File: src/rtl/fft_r2_iter.sv
// Iterative radix-2 DIT FFT: loads a frame in bit-reversed order, runs log2(N) in-place
// stages through one shared butterfly, then streams the bins out in natural order.
module fft_r2_iter #(
  parameter int DATA_WIDTH = 16,
  parameter int N          = 8,
  parameter int FRAC_WIDTH = 8,
  parameter int SCALE      = 1
) (
  input  logic                    clk,
  input  logic                    arst_n,
  input  logic                    s_valid,
  output logic                    s_ready,
  input  logic [DATA_WIDTH-1:0]   s_real,
  input  logic [DATA_WIDTH-1:0]   s_imag,
  output logic                    m_valid,
  input  logic                    m_ready,
  output logic [DATA_WIDTH-1:0]   m_real,
  output logic [DATA_WIDTH-1:0]   m_imag,
  output logic [$clog2(N)-1:0]    m_index,
  output logic                    m_last,
  output logic                    busy,
  output logic                    overflow,
  output logic [1:0]              state_dbg
);

  localparam int AW = $clog2(N);
  localparam int BW = AW - 1;
  localparam int SW = $clog2(AW);
  localparam int FW = 2 * DATA_WIDTH + 2;
  localparam logic signed [FW-1:0] SAT_MAX = (FW'(1) << (DATA_WIDTH - 1)) - FW'(1);
  localparam logic signed [FW-1:0] SAT_MIN = ~SAT_MAX;

  if (N < 4 || N > 256 || (N & (N - 1)) != 0) begin : g_bad_n
    $error("fft_r2_iter: N must be a power of two in 4..256");
  end
  if (FRAC_WIDTH < 1 || FRAC_WIDTH > DATA_WIDTH - 2) begin : g_bad_frac
    $error("fft_r2_iter: FRAC_WIDTH must be in 1..DATA_WIDTH-2");
  end

  // Stream handshakes: a transfer happens on a rising clk edge where valid && ready;
  // s_ready depends only on the FSM state, and m_* hold stable while m_valid && !m_ready.

  typedef enum logic [1:0] {
    ST_LOAD    = 2'd0,
    ST_COMPUTE = 2'd1,
    ST_UNLOAD  = 2'd2
  } state_t;

  state_t state_q, state_d;

  logic [DATA_WIDTH-1:0] mem_re [N];
  logic [DATA_WIDTH-1:0] mem_im [N];
  logic [DATA_WIDTH-1:0] tw_re [N/2];
  logic [DATA_WIDTH-1:0] tw_im [N/2];

  logic [AW-1:0] cnt;
  logic [SW-1:0] stage;
  logic [BW-1:0] bfly;
  logic          overflow_q;

  logic          load_fire;
  logic          unload_fire;
  logic          last_bfly;
  logic          sat_any;

  // Twiddle ROM, W[k] = cos(2*pi*k/N) - j*sin(2*pi*k/N), rounded at 2^FRAC_WIDTH.
  genvar gk;
  for (gk = 0; gk < N/2; gk++) begin : g_tw
    localparam real ANG = 6.283185307179586 * real'(gk) / real'(N);
    localparam real SCL = real'(1 << FRAC_WIDTH);
    localparam int  TR  = int'($cos(ANG) * SCL);
    localparam int  TI  = -int'($sin(ANG) * SCL);
    assign tw_re[gk] = DATA_WIDTH'(TR);
    assign tw_im[gk] = DATA_WIDTH'(TI);
  end

  function automatic logic [AW-1:0] bitrev(input logic [AW-1:0] v);
    logic [AW-1:0] r;
    for (int i = 0; i < AW; i++) r[i] = v[AW-1-i];
    return r;
  endfunction

  function automatic logic signed [FW-1:0] sext(input logic [DATA_WIDTH-1:0] v);
    return {{(FW-DATA_WIDTH){v[DATA_WIDTH-1]}}, v};
  endfunction

  function automatic logic [DATA_WIDTH-1:0] sat(input logic signed [FW-1:0] v);
    if (v > SAT_MAX)      return {1'b0, {(DATA_WIDTH-1){1'b1}}};
    else if (v < SAT_MIN) return {1'b1, {(DATA_WIDTH-1){1'b0}}};
    else                  return v[DATA_WIDTH-1:0];
  endfunction

  function automatic logic over(input logic signed [FW-1:0] v);
    return (v > SAT_MAX) || (v < SAT_MIN);
  endfunction

  // Butterfly addressing: top/bot are the pair for butterfly bfly of stage, tw_idx its twiddle.
  logic [AW-1:0] b_ext, half, pos, top, bot;
  logic [BW-1:0] tw_idx;

  always_comb begin
    b_ext  = {1'b0, bfly};
    half   = AW'(1) << stage;
    pos    = b_ext & (half - AW'(1));
    top    = ((b_ext & ~(half - AW'(1))) << 1) | pos;
    bot    = top | half;
    tw_idx = BW'(pos << (AW - 1 - int'(stage)));
  end

  logic signed [FW-1:0] ar, ai, br, bi, wr, wi, pr, pi;
  logic signed [FW-1:0] y0r, y0i, y1r, y1i;

  always_comb begin
    ar  = sext(mem_re[top]);
    ai  = sext(mem_im[top]);
    br  = sext(mem_re[bot]);
    bi  = sext(mem_im[bot]);
    wr  = sext(tw_re[tw_idx]);
    wi  = sext(tw_im[tw_idx]);
    pr  = (br * wr - bi * wi) >>> FRAC_WIDTH;
    pi  = (br * wi + bi * wr) >>> FRAC_WIDTH;
    y0r = ar + pr;
    y0i = ai + pi;
    y1r = ar - pr;
    y1i = ai - pi;
    if (SCALE != 0) begin
      y0r = y0r >>> 1;
      y0i = y0i >>> 1;
      y1r = y1r >>> 1;
      y1i = y1i >>> 1;
    end
    sat_any = over(y0r) | over(y0i) | over(y1r) | over(y1i);
  end

  assign load_fire   = (state_q == ST_LOAD) && s_valid;
  assign unload_fire = (state_q == ST_UNLOAD) && m_ready;
  assign last_bfly   = (stage == SW'(AW - 1)) && (bfly == BW'(N/2 - 1));

  // FSM: state register
  always_ff @(posedge clk or negedge arst_n) begin
    if (!arst_n) state_q <= ST_LOAD;
    else         state_q <= state_d;
  end

  // FSM: next state
  always_comb begin
    state_d = state_q;
    case (state_q)
      ST_LOAD:    if (load_fire && cnt == AW'(N - 1)) state_d = ST_COMPUTE;
      ST_COMPUTE: if (last_bfly) state_d = ST_UNLOAD;
      ST_UNLOAD:  if (unload_fire && cnt == AW'(N - 1)) state_d = ST_LOAD;
      default:    state_d = ST_LOAD;
    endcase
  end

  // FSM: outputs; m_* are forced to zero outside UNLOAD so reset values are defined.
  always_comb begin
    s_ready = 1'b0;
    m_valid = 1'b0;
    busy    = 1'b0;
    m_last  = 1'b0;
    m_index = '0;
    m_real  = '0;
    m_imag  = '0;
    case (state_q)
      ST_LOAD:    s_ready = 1'b1;
      ST_COMPUTE: busy = 1'b1;
      ST_UNLOAD: begin
        m_valid = 1'b1;
        m_index = cnt;
        m_real  = mem_re[cnt];
        m_imag  = mem_im[cnt];
        m_last  = (cnt == AW'(N - 1));
      end
      default: ;
    endcase
  end

  assign overflow  = overflow_q;
  assign state_dbg = state_q;

  // cnt serves as load index and unload index; it wraps to 0 at both frame boundaries.
  always_ff @(posedge clk or negedge arst_n) begin
    if (!arst_n) begin
      cnt        <= '0;
      stage      <= '0;
      bfly       <= '0;
      overflow_q <= 1'b0;
    end else begin
      case (state_q)
        ST_LOAD: begin
          if (load_fire) begin
            cnt <= cnt + AW'(1);
            if (cnt == '0) overflow_q <= 1'b0;
          end
        end
        ST_COMPUTE: begin
          if (sat_any) overflow_q <= 1'b1;
          if (bfly == BW'(N/2 - 1)) begin
            bfly  <= '0;
            stage <= (stage == SW'(AW - 1)) ? '0 : stage + SW'(1);
          end else begin
            bfly <= bfly + BW'(1);
          end
        end
        ST_UNLOAD: begin
          if (unload_fire) cnt <= cnt + AW'(1);
        end
        default: ;
      endcase
    end
  end

  // Sample buffer; contents are meaningless after reset, so no reset branch.
  always_ff @(posedge clk) begin
    if (load_fire) begin
      mem_re[bitrev(cnt)] <= s_real;
      mem_im[bitrev(cnt)] <= s_imag;
    end else if (state_q == ST_COMPUTE) begin
      mem_re[top] <= sat(y0r);
      mem_im[top] <= sat(y0i);
      mem_re[bot] <= sat(y1r);
      mem_im[bot] <= sat(y1i);
    end
  end

endmodule

File: config.mk
export PLATFORM = sky130hd
export DESIGN_NAME = fft_r2_iter
export DESIGN_NICKNAME = d
export VERILOG_FILES = /design/src/rtl/fft_r2_iter.sv
export SDC_FILE = /design/constraint.sdc
export NUM_CORES = 2
export LEC_CHECK = 0
export ABC_AREA = 1
export CORE_MARGIN = 2
export CORE_UTILIZATION = 50
export DETAILED_ROUTE_END_ITERATION = 16
export PLACE_DENSITY = 0.66
export SYNTH_ARGS = -nofsm -noshare
export SYNTH_HDL_FRONTEND = slang
export SYNTH_SLANG_ARGS = --single-unit
File: constraint.sdc
create_clock -name clk -period 31.7 [get_ports clk]
set_input_delay 6.34 -clock clk [delete_from_list [all_inputs] [get_ports clk]]
set_output_delay 6.34 -clock clk [all_outputs]
set_load 0.1 [all_outputs]
==> summary.md <==
| Metric | Value |
|---|---|
| Status | `completed` |
| Most frequent cells in the layout | `inv_1, fa_1, nand2_1` |
| Critical Setup Path Class | `reg2reg` |
| Initial DRC Count | `5748` |
| Max Buffers Root-to-Sink | `3` |
| #FFs+latches synth | `266` |
| Max Cap Violations | `0` |
| Cts bufs inserted | `30` |
| Hold WC Path Type | `reg2reg` |
| Chip width | `336 µm` |
| Asr flop ratio synth | `3.76%` |
| FILL cells | `10177` |
| Ys flop type | `edfxtp_1` |
| Share of layout cells above drive strength 1 | `4.52%` |
| Post-synth EDFFs | `256` |
| Hold-fix buffers at CTS | `0` |
| Area growth, synth to finish | `6.25%` |
| Worst Setup Start Kind | `register` |
| Worst path slowest cell | `nor2_1` |
| CTS resizes | `0` |
| Final WL | `195000 µm` |
| Setup-failing EPs final | `0` |
| Slew @ Worst Pin | `1.36 ns` |
| Final Slew Violations | `0` |
| Seq/Total Area, Yosys | `14.4%` |
| Core area | `109000 µm²` |
| IO Port Bufs | `77` |
| Die boundary height | `336 µm` |
| Setup TNS | `0 ns` |
| Post-DP HPWL | `155000 µm` |
| Period utilization | `48.8%` |
| Post-synth cell types | `71` |
| DRC | `0` |
| Largest net degree at the start of global routing | `100` |
| Vias per cell | `5.73` |
| GR Layer Usage met3 | `11.3%` |
| Total gr overflow | `0` |
| Post-CTS Setup Bufs | `0` |
| Initial Util | `50.6%` |
| Layout Nets | `8044` |
| RSZ-0062 raised after global routing | `false` |
| Mapped cell area | `55200 µm²` |
| CTS H-tree lvls | `1` |
| GP Congestion | `1.01` |
| Crit path max fanout | `20` |
| Fin crit period | `15.48 ns` |
| Ys Warns | `0` |
| TritonCTS clock tree | `built` |
| Top Ports | `78` |
| Gr busiest metal | `met2` |
| Reg clk slew, reported paths | `0.06 ns` |
| Max incr delay on CP | `1.00 ns` |
| Die area | `113000 µm²` |
| Met2 usage | `51.9%` |
| First-pass GRT wire length | `294000 µm` |
| WL/cell | `24.0 µm` |
| CP Capture Type | `register` |
| Clk_skew | `0.0432 ns` |
| Initial antenna violation count | `5` |
| Mean post-synth cell area | `8.24 µm²` |
| Root buffer cell | `clkbuf_16` |
| TritonCTS Sinks | `266` |
| Cell row count | `121` |
| Fmax | `64.6 MHz` |
| Gr usage total | `35.1%` |
| Drt pass-1 iters | `9` |
| WP data required | `32.24 ns` |
| Commonest non-fill, non-tap cell in the layout | `inv_1` |
| Vias | `46668` |
| Critical Path AT | `16.02 ns` |
| Gate Count Post-Synth | `6696` |
| Final ANT Viol Nets | `0` |
| Clock Latency Late Sink | `0.61 ns` |
| Syn Nets | `8102` |
| Met1 Use GR | `46.6%` |
| Vias in the first global route | `47050` |
| Crit path top cell by count | `nand2_1` |
| Relative slew slack | `8.18%` |
| Final hold violations | `0` |
-- worst max-delay path: cells and delay by family, from the launching register on --
family	cells	cell delay (ns)
adder cells (fa/ha/maj)	11	4.47
XOR/XNOR	1	0.28
AO/OA/AOI/OAI	12	3.82
buffers and inverters	11	1.42
flip-flops	1	0.55
AND/OR/NAND/NOR	20	4.84
-- path summary, 6_finish.rpt --
check | slack (ns) | from | endpoint | depth (start not counted)
max reg2reg | 16.22 | stage[0] | overflow | 55
min reg2reg | 0.57 | stage[1] | stage[1] | 2
max | 16.22 | stage[0] | overflow | 55
min in group asynchronous | 6.18 | arst_n | state_dbg[0] | 1
max in group asynchronous | 24.95 | arst_n | cnt[0] | 1
min | 0.57 | stage[1] | stage[1] | 2
-- per-stage QoR --
step | std cells | hold WS (ns) | utilization, % | setup slack (ns) | cell area, µm²
floorplan | 6696 | 0.503 | - | 19.74 | 55200
global placement | 8081 | 0.523 | 52.7 | 16.75 | 57500
detailed placement | 8081 | 0.546 | 52.7 | 16.61 | 57500
CTS | 8136 | 0.561 | 53.7 | 16.60 | 58600
global route | 8137 | 0.596 | 53.7 | 15.53 | 58600
finish | 8139 | 0.569 | 53.7 | 16.22 | 58600
-- routing by layer --
metal,part of all wire (%),up-vias
li1,-,20903
met1,38,22363
met2,42,2821
met5,0.15,-
met4,5.9,6
met3,14,575
-- kinds of logic (layout without fill, tap and decap cells) --
| logic type | count (synthesis) | after routing | synth area share [%] |
|---|---|---|---|
| buffers and inverters | 1851 | 1816 | 12.9 |
| and+or+nand+nor | 1627 | 1627 | 12.2 |
| AOI/OAI and AO/OA | 1409 | 1409 | 14.9 |
| adders and majority gates | 1370 | 1370 | 42.8 |
| DFF | 266 | 266 | 14.4 |
| xor gates and xnor gates | 171 | 171 | 2.73 |
| muxes | 2 | 2 | 0.0385 |
| other | 0 | 2 | 0 |
-- cells in the mapped netlist, types with 138 or more instances --
cell type  count  area (µm²)
edfxtp_1     256        7690
nor2_1       538        2020
clkbuf_1     185         694
a21oi_1      432        2160
ha_1         504        6310
fa_1         866       17300
xor2_1       138        1210
nand3_1      149         746
o21ai_0      492        2460
o21ai_1      164         821
nand2_1      801        3010
inv_1       1581        5930
-- sequential cells by signal, summed over array words and instances, names as in the netlist --
register	count
overflow	1
mem_re	128
mem_im	128
bfly	2
stage	2
state_dbg	2
cnt	3
-- area by class of cell --
type | count | area (µm²) | area share [%]
Timing Repair Buffer | 162 | 1410 | 2.41
Multi-Input combinational cell | 4579 | 40300 | 68.8
Clock buffer | 38 | 821 | 1.40
Antenna cell | 2 | 5.00 | 0.00853
Sequential cell | 266 | 7940 | 13.5
Tap cell | 1476 | 1850 | 3.15
Inverter | 1599 | 6010 | 10.2
Clock inverter | 17 | 275 | 0.469
Power is left out: the tool's default activity adds up to more than one toggle a clock period on the data nets, which glitch-free logic cannot reach.
